File: src/rtl/block_rate_accumulator_pkg.sv
// ---------------------------------------------------------------------------
// rdoq_rate_pkg
// Shared types and helpers for the block rate accumulator.
//   level_case_e : level class of one RDOQ candidate (ZERO costs nothing)
//   acc_state_e  : block FSM states
//   sat_sum_t    : saturating-add result, value plus a "clamped" flag
//   sat_add()    : unsigned add clamped to an arbitrary width w < SAT_MAX_W
//   sel_width()  : width of a candidate index for n candidates
// ---------------------------------------------------------------------------
package rdoq_rate_pkg;

    typedef enum logic [1:0] {
        LVL_ZERO = 2'd0,
        LVL_ONE  = 2'd1,
        LVL_TWO  = 2'd2,
        LVL_GT2  = 2'd3
    } level_case_e;

    typedef enum logic [1:0] {
        IDLE  = 2'd0,
        ACCUM = 2'd1,
        OUT   = 2'd2
    } acc_state_e;

    // Widest operand sat_add handles; the clamp width w must stay below it.
    localparam int SAT_MAX_W = 64;

    typedef struct packed {
        logic                 sat;
        logic [SAT_MAX_W-1:0] sum;
    } sat_sum_t;

    // Adds a and b with one guard bit and clamps to 2^w-1. Because the
    // clamp width is a run-time argument, one function serves every
    // accumulator width in the design.
    function automatic sat_sum_t sat_add(input logic [SAT_MAX_W-1:0] a,
                                         input logic [SAT_MAX_W-1:0] b,
                                         input int unsigned          w);
        logic [SAT_MAX_W:0] full;
        logic [SAT_MAX_W:0] limit;
        sat_sum_t           r;
        full  = {1'b0, a} + {1'b0, b};
        limit = ((SAT_MAX_W+1)'(1) << w) - (SAT_MAX_W+1)'(1);
        if (full > limit) begin
            r.sat = 1'b1;
            r.sum = limit[SAT_MAX_W-1:0];
        end else begin
            r.sat = 1'b0;
            r.sum = full[SAT_MAX_W-1:0];
        end
        return r;
    endfunction

    // A single candidate still needs a one-bit select port.
    function automatic int sel_width(input int n);
        return (n > 1) ? $clog2(n) : 1;
    endfunction

endpackage

File: src/rtl/block_rate_accumulator_if.sv
// ---------------------------------------------------------------------------
// block_rate_accumulator_if
// Bundles the coefficient-beat input channel, the per-candidate rate output
// and the block-result handshake of block_rate_accumulator.
//   master : producer/consumer side (drives in_*, blk_ready)
//   slave  : accumulator side (drives in_ready, cand_*, blk_* results)
// Signals:
//   in_valid/in_ready      beat handshake
//   in_sign_bits/suffix/ctx per-candidate costs, candidate 0 in the LSBs
//   in_level_case          2 bits per candidate (level_case_e)
//   in_sel, in_last        chosen candidate, last beat of the block
//   cand_valid, cand_rate  registered per-candidate rates of the last beat
//   blk_valid/blk_ready    block result handshake
//   blk_rate, blk_count    block total and beat count
//   blk_sat, blk_err       saturation / error flags
// ---------------------------------------------------------------------------
interface block_rate_accumulator_if
    import rdoq_rate_pkg::*;
#(
    parameter int NUM_CAND   = 3,
    parameter int RATE_W     = 32,
    parameter int ACC_W      = 40,
    parameter int MAX_COEFFS = 1024,
    parameter int CNT_W      = $clog2(MAX_COEFFS + 1),
    parameter int SEL_W      = sel_width(NUM_CAND)
);

    logic                       in_valid;
    logic                       in_ready;
    logic [NUM_CAND*RATE_W-1:0] in_sign_bits;
    logic [NUM_CAND*RATE_W-1:0] in_suffix_bits;
    logic [NUM_CAND*RATE_W-1:0] in_ctx_bits;
    logic [NUM_CAND*2-1:0]      in_level_case;
    logic [SEL_W-1:0]           in_sel;
    logic                       in_last;

    logic                       cand_valid;
    logic [NUM_CAND*RATE_W-1:0] cand_rate;

    logic                       blk_valid;
    logic                       blk_ready;
    logic [ACC_W-1:0]           blk_rate;
    logic [CNT_W-1:0]           blk_count;
    logic                       blk_sat;
    logic                       blk_err;

    modport master (
        output in_valid, in_sign_bits, in_suffix_bits, in_ctx_bits,
               in_level_case, in_sel, in_last, blk_ready,
        input  in_ready, cand_valid, cand_rate,
               blk_valid, blk_rate, blk_count, blk_sat, blk_err
    );

    modport slave (
        input  in_valid, in_sign_bits, in_suffix_bits, in_ctx_bits,
               in_level_case, in_sel, in_last, blk_ready,
        output in_ready, cand_valid, cand_rate,
               blk_valid, blk_rate, blk_count, blk_sat, blk_err
    );

endinterface

File: src/rtl/block_rate_accumulator_cand_sum.sv
// ---------------------------------------------------------------------------
// rate_cand_sum
// Combinational rate of one RDOQ candidate level.
//   sign_i, suffix_i, ctx_i : bit-cost components (RATE_W each)
//   level_case_i            : level class; LVL_ZERO costs nothing
//   rate_o                  : sign + suffix + ctx clamped to all-ones
//   sat_o                   : the clamp was applied
// ---------------------------------------------------------------------------
module rate_cand_sum
    import rdoq_rate_pkg::*;
#(
    parameter int RATE_W = 32
) (
    input  logic [RATE_W-1:0] sign_i,
    input  logic [RATE_W-1:0] suffix_i,
    input  logic [RATE_W-1:0] ctx_i,
    input  level_case_e       level_case_i,
    output logic [RATE_W-1:0] rate_o,
    output logic              sat_o
);

    // Two guard bits hold the carry of a three-operand sum.
    logic [RATE_W+1:0] wide_sum;

    always_comb begin
        wide_sum = {2'b00, sign_i} + {2'b00, suffix_i} + {2'b00, ctx_i};
        rate_o   = '0;
        sat_o    = 1'b0;
        // A ZERO level is never coded, so its components are irrelevant
        // and cannot raise the saturation flag either.
        if (level_case_i != LVL_ZERO) begin
            if (|wide_sum[RATE_W+1:RATE_W]) begin
                rate_o = '1;
                sat_o  = 1'b1;
            end else begin
                rate_o = wide_sum[RATE_W-1:0];
            end
        end
    end

endmodule

File: src/rtl/block_rate_accumulator.sv
// ---------------------------------------------------------------------------
// block_rate_accumulator
// Per-beat candidate rate evaluation plus a saturating block-rate total
// for the RDOQ-selected candidate, reported once per transform block.
// Ports:
//   clk    rising-edge clock
//   rst    asynchronous active-high reset
//   clear  synchronous abort: back to IDLE, pending result dropped
//   bus    block_rate_accumulator_if.slave (beat in, cand rates, block out)
// Parameters: NUM_CAND (>= 1), RATE_W, ACC_W (>= RATE_W, < SAT_MAX_W),
//             MAX_COEFFS (beats per block before forced termination).
// ---------------------------------------------------------------------------
module block_rate_accumulator
    import rdoq_rate_pkg::*;
#(
    parameter int NUM_CAND   = 3,
    parameter int RATE_W     = 32,
    parameter int ACC_W      = 40,
    parameter int MAX_COEFFS = 1024,
    parameter int CNT_W      = $clog2(MAX_COEFFS + 1),
    parameter int SEL_W      = sel_width(NUM_CAND)
) (
    input  logic                     clk,
    input  logic                     rst,
    input  logic                     clear,
    block_rate_accumulator_if.slave  bus
);

    acc_state_e                 state_q, state_d;
    logic [ACC_W-1:0]           acc_q, acc_d;
    logic [CNT_W-1:0]           cnt_q, cnt_d;
    logic                       sat_q, sat_d;
    logic                       err_q, err_d;
    logic [NUM_CAND*RATE_W-1:0] cand_rate_q, cand_rate_d;
    logic                       cand_valid_q, cand_valid_d;

    logic [RATE_W-1:0]          cand_rate_w [NUM_CAND];
    logic                       cand_sat_w  [NUM_CAND];
    logic [NUM_CAND*RATE_W-1:0] cand_rate_flat;

    logic                       in_ready_w;
    logic                       beat;
    logic                       sel_in_range;
    logic [RATE_W-1:0]          sel_rate;
    logic                       sel_sat;
    sat_sum_t                   acc_add;
    logic                       acc_over;
    logic [CNT_W-1:0]           cnt_inc;
    logic                       at_max;

    for (genvar k = 0; k < NUM_CAND; k++) begin : g_cand
        rate_cand_sum #(
            .RATE_W (RATE_W)
        ) u_sum (
            .sign_i       (bus.in_sign_bits[k*RATE_W +: RATE_W]),
            .suffix_i     (bus.in_suffix_bits[k*RATE_W +: RATE_W]),
            .ctx_i        (bus.in_ctx_bits[k*RATE_W +: RATE_W]),
            .level_case_i (level_case_e'(bus.in_level_case[2*k +: 2])),
            .rate_o       (cand_rate_w[k]),
            .sat_o        (cand_sat_w[k])
        );
        assign cand_rate_flat[k*RATE_W +: RATE_W] = cand_rate_w[k];
    end

    assign in_ready_w = (state_q != OUT);
    assign beat       = bus.in_valid && in_ready_w;

    // Compare-based select: an index beyond NUM_CAND simply matches nothing,
    // which yields a zero rate and flags the beat as erroneous.
    always_comb begin
        sel_in_range = 1'b0;
        sel_rate     = '0;
        sel_sat      = 1'b0;
        for (int k = 0; k < NUM_CAND; k++) begin
            if (int'(bus.in_sel) == k) begin
                sel_in_range = 1'b1;
                sel_rate     = cand_rate_w[k];
                sel_sat      = cand_sat_w[k];
            end
        end
    end

    // The clamped sum never has bits above ACC_W set, so OR-ing them into
    // the overflow flag changes nothing while consuming the whole result.
    always_comb begin
        acc_add  = sat_add(SAT_MAX_W'(acc_q), SAT_MAX_W'(sel_rate), ACC_W);
        acc_over = acc_add.sat | (|acc_add.sum[SAT_MAX_W-1:ACC_W]);
    end

    assign cnt_inc = cnt_q + CNT_W'(1);
    assign at_max  = (cnt_inc == CNT_W'(MAX_COEFFS));

    // Accumulator, count and flags are already zero whenever the FSM sits
    // in IDLE (reset, clear and the OUT handshake all zero them), so the
    // first beat of a block can build on the registers directly.
    always_comb begin
        state_d      = state_q;
        acc_d        = acc_q;
        cnt_d        = cnt_q;
        sat_d        = sat_q;
        err_d        = err_q;
        cand_rate_d  = cand_rate_q;
        cand_valid_d = 1'b0;

        if (clear) begin
            state_d = IDLE;
            acc_d   = '0;
            cnt_d   = '0;
            sat_d   = 1'b0;
            err_d   = 1'b0;
        end else begin
            case (state_q)
                IDLE, ACCUM: begin
                    if (beat) begin
                        cand_rate_d  = cand_rate_flat;
                        cand_valid_d = 1'b1;
                        cnt_d        = cnt_inc;
                        if (sel_in_range) begin
                            acc_d = acc_add.sum[ACC_W-1:0];
                            sat_d = sat_q | acc_over | sel_sat;
                        end else begin
                            err_d = 1'b1;
                        end
                        if (at_max && !bus.in_last) begin
                            err_d = 1'b1;
                        end
                        state_d = (bus.in_last || at_max) ? OUT : ACCUM;
                    end
                end
                OUT: begin
                    if (bus.blk_ready) begin
                        state_d = IDLE;
                        acc_d   = '0;
                        cnt_d   = '0;
                        sat_d   = 1'b0;
                        err_d   = 1'b0;
                    end
                end
                default: begin
                    state_d = IDLE;
                    acc_d   = '0;
                    cnt_d   = '0;
                    sat_d   = 1'b0;
                    err_d   = 1'b0;
                end
            endcase
        end
    end

    always_ff @(posedge clk or posedge rst) begin
        if (rst) begin
            state_q      <= IDLE;
            acc_q        <= '0;
            cnt_q        <= '0;
            sat_q        <= 1'b0;
            err_q        <= 1'b0;
            cand_rate_q  <= '0;
            cand_valid_q <= 1'b0;
        end else begin
            state_q      <= state_d;
            acc_q        <= acc_d;
            cnt_q        <= cnt_d;
            sat_q        <= sat_d;
            err_q        <= err_d;
            cand_rate_q  <= cand_rate_d;
            cand_valid_q <= cand_valid_d;
        end
    end

    assign bus.in_ready   = in_ready_w;
    assign bus.cand_valid = cand_valid_q;
    assign bus.cand_rate  = cand_rate_q;
    assign bus.blk_valid  = (state_q == OUT);
    assign bus.blk_rate   = acc_q;
    assign bus.blk_count  = cnt_q;
    assign bus.blk_sat    = sat_q;
    assign bus.blk_err    = err_q;

endmodule

File: src/flat_wrapper.sv
// flat-port wrapper written by rule: the top's interface ports become plain ports
module block_rate_accumulator_flat import rdoq_rate_pkg::*;
#(
    parameter int NUM_CAND   = 3,
    parameter int RATE_W     = 32,
    parameter int ACC_W      = 40,
    parameter int MAX_COEFFS = 1024,
    parameter int CNT_W      = $clog2(MAX_COEFFS + 1),
    parameter int SEL_W      = sel_width(NUM_CAND)
)
  (clk, rst, clear, bus_in_valid, bus_in_sign_bits, bus_in_suffix_bits, bus_in_ctx_bits, bus_in_level_case, bus_in_sel, bus_in_last, bus_blk_ready, bus_in_ready, bus_cand_valid, bus_cand_rate, bus_blk_valid, bus_blk_rate, bus_blk_count, bus_blk_sat, bus_blk_err);
  block_rate_accumulator_if #(.NUM_CAND(NUM_CAND), .RATE_W(RATE_W), .ACC_W(ACC_W), .MAX_COEFFS(MAX_COEFFS), .CNT_W(CNT_W), .SEL_W(SEL_W)) bus_i ();
  input  logic clk;
  input  logic rst;
  input  logic clear;
  input wire logic [$bits(bus_i.in_valid)-1:0] bus_in_valid;
  input wire logic [$bits(bus_i.in_sign_bits)-1:0] bus_in_sign_bits;
  input wire logic [$bits(bus_i.in_suffix_bits)-1:0] bus_in_suffix_bits;
  input wire logic [$bits(bus_i.in_ctx_bits)-1:0] bus_in_ctx_bits;
  input wire logic [$bits(bus_i.in_level_case)-1:0] bus_in_level_case;
  input wire logic [$bits(bus_i.in_sel)-1:0] bus_in_sel;
  input wire logic [$bits(bus_i.in_last)-1:0] bus_in_last;
  input wire logic [$bits(bus_i.blk_ready)-1:0] bus_blk_ready;
  output wire logic [$bits(bus_i.in_ready)-1:0] bus_in_ready;
  output wire logic [$bits(bus_i.cand_valid)-1:0] bus_cand_valid;
  output wire logic [$bits(bus_i.cand_rate)-1:0] bus_cand_rate;
  output wire logic [$bits(bus_i.blk_valid)-1:0] bus_blk_valid;
  output wire logic [$bits(bus_i.blk_rate)-1:0] bus_blk_rate;
  output wire logic [$bits(bus_i.blk_count)-1:0] bus_blk_count;
  output wire logic [$bits(bus_i.blk_sat)-1:0] bus_blk_sat;
  output wire logic [$bits(bus_i.blk_err)-1:0] bus_blk_err;
  assign bus_i.in_valid = bus_in_valid;
  assign bus_i.in_sign_bits = bus_in_sign_bits;
  assign bus_i.in_suffix_bits = bus_in_suffix_bits;
  assign bus_i.in_ctx_bits = bus_in_ctx_bits;
  assign bus_i.in_level_case = bus_in_level_case;
  assign bus_i.in_sel = bus_in_sel;
  assign bus_i.in_last = bus_in_last;
  assign bus_i.blk_ready = bus_blk_ready;
  assign bus_in_ready = bus_i.in_ready;
  assign bus_cand_valid = bus_i.cand_valid;
  assign bus_cand_rate = bus_i.cand_rate;
  assign bus_blk_valid = bus_i.blk_valid;
  assign bus_blk_rate = bus_i.blk_rate;
  assign bus_blk_count = bus_i.blk_count;
  assign bus_blk_sat = bus_i.blk_sat;
  assign bus_blk_err = bus_i.blk_err;
  block_rate_accumulator #(.NUM_CAND(NUM_CAND), .RATE_W(RATE_W), .ACC_W(ACC_W), .MAX_COEFFS(MAX_COEFFS), .CNT_W(CNT_W), .SEL_W(SEL_W)) u_core (.clk(clk), .rst(rst), .clear(clear), .bus(bus_i));
endmodule
File: config.mk
export PLATFORM = sky130hd
export DESIGN_NAME = block_rate_accumulator_flat
export DESIGN_NICKNAME = d
export VERILOG_FILES = /design/src/rtl/block_rate_accumulator_pkg.sv /design/src/rtl/block_rate_accumulator_if.sv /design/src/rtl/block_rate_accumulator_cand_sum.sv /design/src/rtl/block_rate_accumulator.sv /design/src/flat_wrapper.sv
export SDC_FILE = /design/constraint.sdc
export NUM_CORES = 1
export LEC_CHECK = 0
export CAP_MARGIN = 25
export CORE_UTILIZATION = 40
export DETAILED_ROUTE_END_ITERATION = 12
export PLACE_DENSITY = 0.79
export SLEW_MARGIN = 5
export SYNTH_ARGS = -nofsm -noshare
export SYNTH_HDL_FRONTEND = slang
export SYNTH_HIERARCHICAL = 1
export SYNTH_SLANG_ARGS = --single-unit
File: constraint.sdc
create_clock -name clk -period 6.2 [get_ports clk]
set_input_delay 0.93 -clock clk [delete_from_list [all_inputs] [get_ports clk]]
set_output_delay 0.93 -clock clk [all_outputs]
set_load 0.02 [all_outputs]
==> flow_metrics.env <==
export IMPL_status="finished with violations"
export IMPL_violations="negative setup slack"
export IMPL_drive_above_1_share_pct=28.8
export IMPL_critPathMaxStageDelay_ns=0.52
export IMPL_ys_flop_type="dfrtp_1"
export IMPL_hold_buffers=0
export IMPL_synth_edf_count=0
export IMPL_ys_seq_area_share_pct=22.2
export IMPL_synth_area_mm2=0.0171
export IMPL_cp_start_kind="input pin"
export IMPL_drt_iter0_drc=1604
export IMPL_p_per_area_mw_per_mm2=306
export IMPL_fp_dieH_um=209
export IMPL_synth_avg_cell_area_um2=8.24
export IMPL_die_area_mm2=0.0436
export IMPL_cts_htree_levels=4
export IMPL_finalCritPeriodShare_pct=101
export IMPL_maxCapViolCount=0
export IMPL_synth_top_area_share_pct=22.2
export IMPL_vias=19700
export IMPL_worstPathRequired_ns=6.60
export IMPL_hold_class="flip-flop to flip-flop"
export IMPL_worst_slack_ns=-0.0916
export IMPL_vdd_ir_drop_max_uv=227
export IMPL_yosysTopAreaCell="dfrtp_1"
export IMPL_ys_top_cells_by_area="dfrtp_1 (22%), fa_1 (12%), nand2_1 (11%), ha_1 (9.4%), a21oi_1 (3.9%)"
export IMPL_place_area_mm2=0.0252
export IMPL_rrSetupSlack_ns=3.30
export IMPL_synth_cell_types=98
export IMPL_grt_pass1_vias=19800
export IMPL_post_route_min_period_ns=6.29
export IMPL_syn_inst=2076
export IMPL_synth_nets=2606
export IMPL_finalSetupViolCount=26
export IMPL_place_congestion=1.04
export IMPL_fin_nets=3484
export IMPL_syn_to_final_growth_pct=63.8
export IMPL_grt_setup_unrepaired="yes"
export IMPL_path_delay_family="compound AO/OA/AOI/OAI gates"
export IMPL_ys_ff_latch=152
export IMPL_stdcell_area_mm2=0.0280
export IMPL_grt_overflow=0
export IMPL_core_area_mm2=0.0420
export IMPL_slew_violations=0
export IMPL_antenna_found_initial=1
export IMPL_top_level_ports=454
export IMPL_cts_tree="done"
export IMPL_arrival_ns=6.69
export IMPL_yosysWarnings=6
export IMPL_cts_buffer_depth=2
export IMPL_clkTransAtPathRegs_ns=0.07
export IMPL_synthArstFlopShare_pct=100
export IMPL_power_mw=8.58
export IMPL_grt_usage_pct=31.4
export IMPL_wirelength_um=73200
export IMPL_grt_max_degree=103
export IMPL_drt_pass1_iterations=6
export IMPL_tightest_slew_ns=1.16
export IMPL_clk_insertion_delay_late_ns=0.47
export IMPL_critPathMaxFanout=7
export IMPL_grt_first_pass_wirelength_um=108000
export IMPL_maxSlewHeadroom_pct=22.5
export IMPL_numCtsBuffers=17
export IMPL_crit_buf_inv=7
export IMPL_hold_viol_final=0
export IMPL_vias_per_cell=5.62
export IMPL_leakage_nw=13.2
export IMPL_rows=75
export IMPL_crit_slowest_cell="clkdlybuf4s50_1"
export IMPL_ant_nets=0
export IMPL_fill_cells=3327
export IMPL_start_util_pct=40.7
export IMPL_endpoint_kind="flip-flop"
export IMPL_max_freq_mhz=159
export IMPL_die_x_um=209
export IMPL_detailed_place_hpwl_um=56200
export IMPL_worst_clock_skew_ns=0.0122
export IMPL_root_buffer="clkbuf_16"
export IMPL_wl_per_cell_um=20.9
export IMPL_drcViolationCount=0
export IMPL_critPathKind="input pin to flip-flop"
export IMPL_numPortBuffers=453
export IMPL_cts_sinks=152
-- final cells by class --
type                    count  area (µm²)  share of cell area (%)
well taps                 539         674                    2.41
diodes                      1        2.50                 0.00893
clock inverters            14         128                   0.456
inverters                  86         329                    1.17
clock buffers              18         439                    1.57
multi-input cells        1738       13900                    49.6
repair buffers            959        8730                    31.2
flip-flops and latches    152        3800                    13.6
-- path summary, 6_finish.rpt --
check	to	startpoint	cells past startpoint
hold reg to reg	u_core/bus.cand_rate[92]$_DFFE_PP0P_	u_core/bus.cand_rate[92]$_DFFE_PP0P_	2
setup / recovery	u_core/bus.blk_rate[24]$_DFFE_PP0P_	bus_in_suffix_bits[3]	28
hold / removal	u_core/bus.cand_rate[92]$_DFFE_PP0P_	u_core/bus.cand_rate[92]$_DFFE_PP0P_	2
max in group asynchronous	u_core/bus.cand_rate[58]$_DFFE_PP0P_	rst	3
setup reg to reg	u_core/bus.blk_rate[24]$_DFFE_PP0P_	u_core/bus.blk_rate[15]$_DFFE_PP0P_	13
min in group asynchronous	u_core/bus.blk_rate[36]$_DFFE_PP0P_	rst	2
-- per-layer routing --
layer / vias to the layer above / global-route usage [%] / share of wire [%]
met5: - / 0 / 0
met4: 0 / 11.8 / 4.1
met3: 179 / 4.82 / 6.5
met2: 909 / 54.7 / 49
met1: 9560 / 39.1 / 40
li1: 9052 / - / -
-- layout by cell type, fill, tap and decap left out, types with 12 or more instances in the layout --
master           synthesis  layout
a21oi_4                  4      31
dlymetal6s2s_1           0      70
ha_1                   128      82
clkdlybuf4s50_1          0     367
nor2_1                  78      70
a21oi_2                 66      67
o21ai_0                125      80
inv_1                   86      80
nand2_1                488     475
buf_4                    4     478
o21ai_2                  6      23
and3_1                  17      17
xor2_1                  51      51
a21o_1                  47      47
nand3_1                 48      41
o21bai_1                16      16
fa_1                   100      85
dfrtp_1                152     152
o21ai_1                 25      49
mux2i_1                 37      32
clkbuf_16                0      19
a21oi_1                134     106
o211ai_1                18      18
ha_4                     0      35
fa_2                     0      15
nor3_1                  21      17
nand4_1                 23      23
buf_6                   10      12
a31oi_1                 51      43
xnor2_1                 58      58
-- state kept, by name, summed over array words and instances (netlist names) --
signal	flops
u_core/bus.cand_valid	1
u_core/bus.cand_rate	96
u_core/bus.blk_sat	1
u_core/bus.blk_count	11
u_core/bus.blk_err	1
u_core/bus.blk_rate	40
u_core/state_q	2
-- repair_timing --
| action | 4_1_cts | 5_1_grt |
|---|---|---|
| cloned | 3 | 2 |
| setup endpoints to repair | 41 | 41 |
| buffers inserted | 26 | 38 |
| pin swaps | 89 | 162 |
| hold endpoints to repair | 0 | 0 |
| gates resized for setup | 160 | 252 |
-- cell families after synthesis --
group	share of synthesized area [%]
AOI/OAI and AO/OA	24.5
and+or+nand+nor	19.3
xor gates and xnor gates	5.58
buffers and inverters	4.98
adders and majority gates	21.1
DFF	22.2
muxes	2.33
-- worst reg2reg max path, stage by stage, from the launching register on --
cell       delay, ns
dfrtp_1         0.48
ha_1            0.35
buf_4           0.12
buf_4           0.11
nand4_4         0.09
a2111oi_4       0.44
o211ai_4        0.15
a21oi_4         0.22
o21ai_4         0.09
a21oi_4         0.26
buf_4           0.17
buf_12          0.14
o21ai_1         0.10
nand2_1         0.14
-- cell usage after synthesis (14+ instances only) --
library cell	instances
nor3_1	21
xnor2_1	58
o211ai_1	18
o21ai_1	25
nor2_1	78
mux2i_1	37
nand4_1	23
nand2_1	488
xor2_1	51
nand3_1	48
a31oi_1	51
a21oi_2	66
o21ai_0	125
dfrtp_1	152
inv_1	86
ha_1	128
clkbuf_1	69
a21oi_1	134
and3_1	17
a211oi_1	14
o21bai_1	16
a21o_1	47
fa_1	100
-- metrics by stage --
stage	setup WS, ns	setup TNS [ns]	util (%)	std cells	hold slack (ns)
2_1_floorplan	0.00264	0	-	2076	0.476
5_1_grt	-0.296	-8.63	66.6	3507	0.503
3_5_place_dp	-1.04	-40.41	59.9	3408	0.462
6_report	-0.0916	-1.34	66.6	3507	0.476
3_3_place_gp	-1.01	-35.01	59.9	3408	0.457
4_1_cts	-0.0200	-0.202	63.3	3469	0.479
-- power by group --
group | leakage, nW | total [mW] | internal (mW) | switching, mW
Clock | 0.280 | 1.06 | 0.541 | 0.522
Combinational | 11.0 | 6.03 | 2.92 | 3.10
Sequential | 1.92 | 1.48 | 1.23 | 0.260
Power figures use the tool's default switching activity.
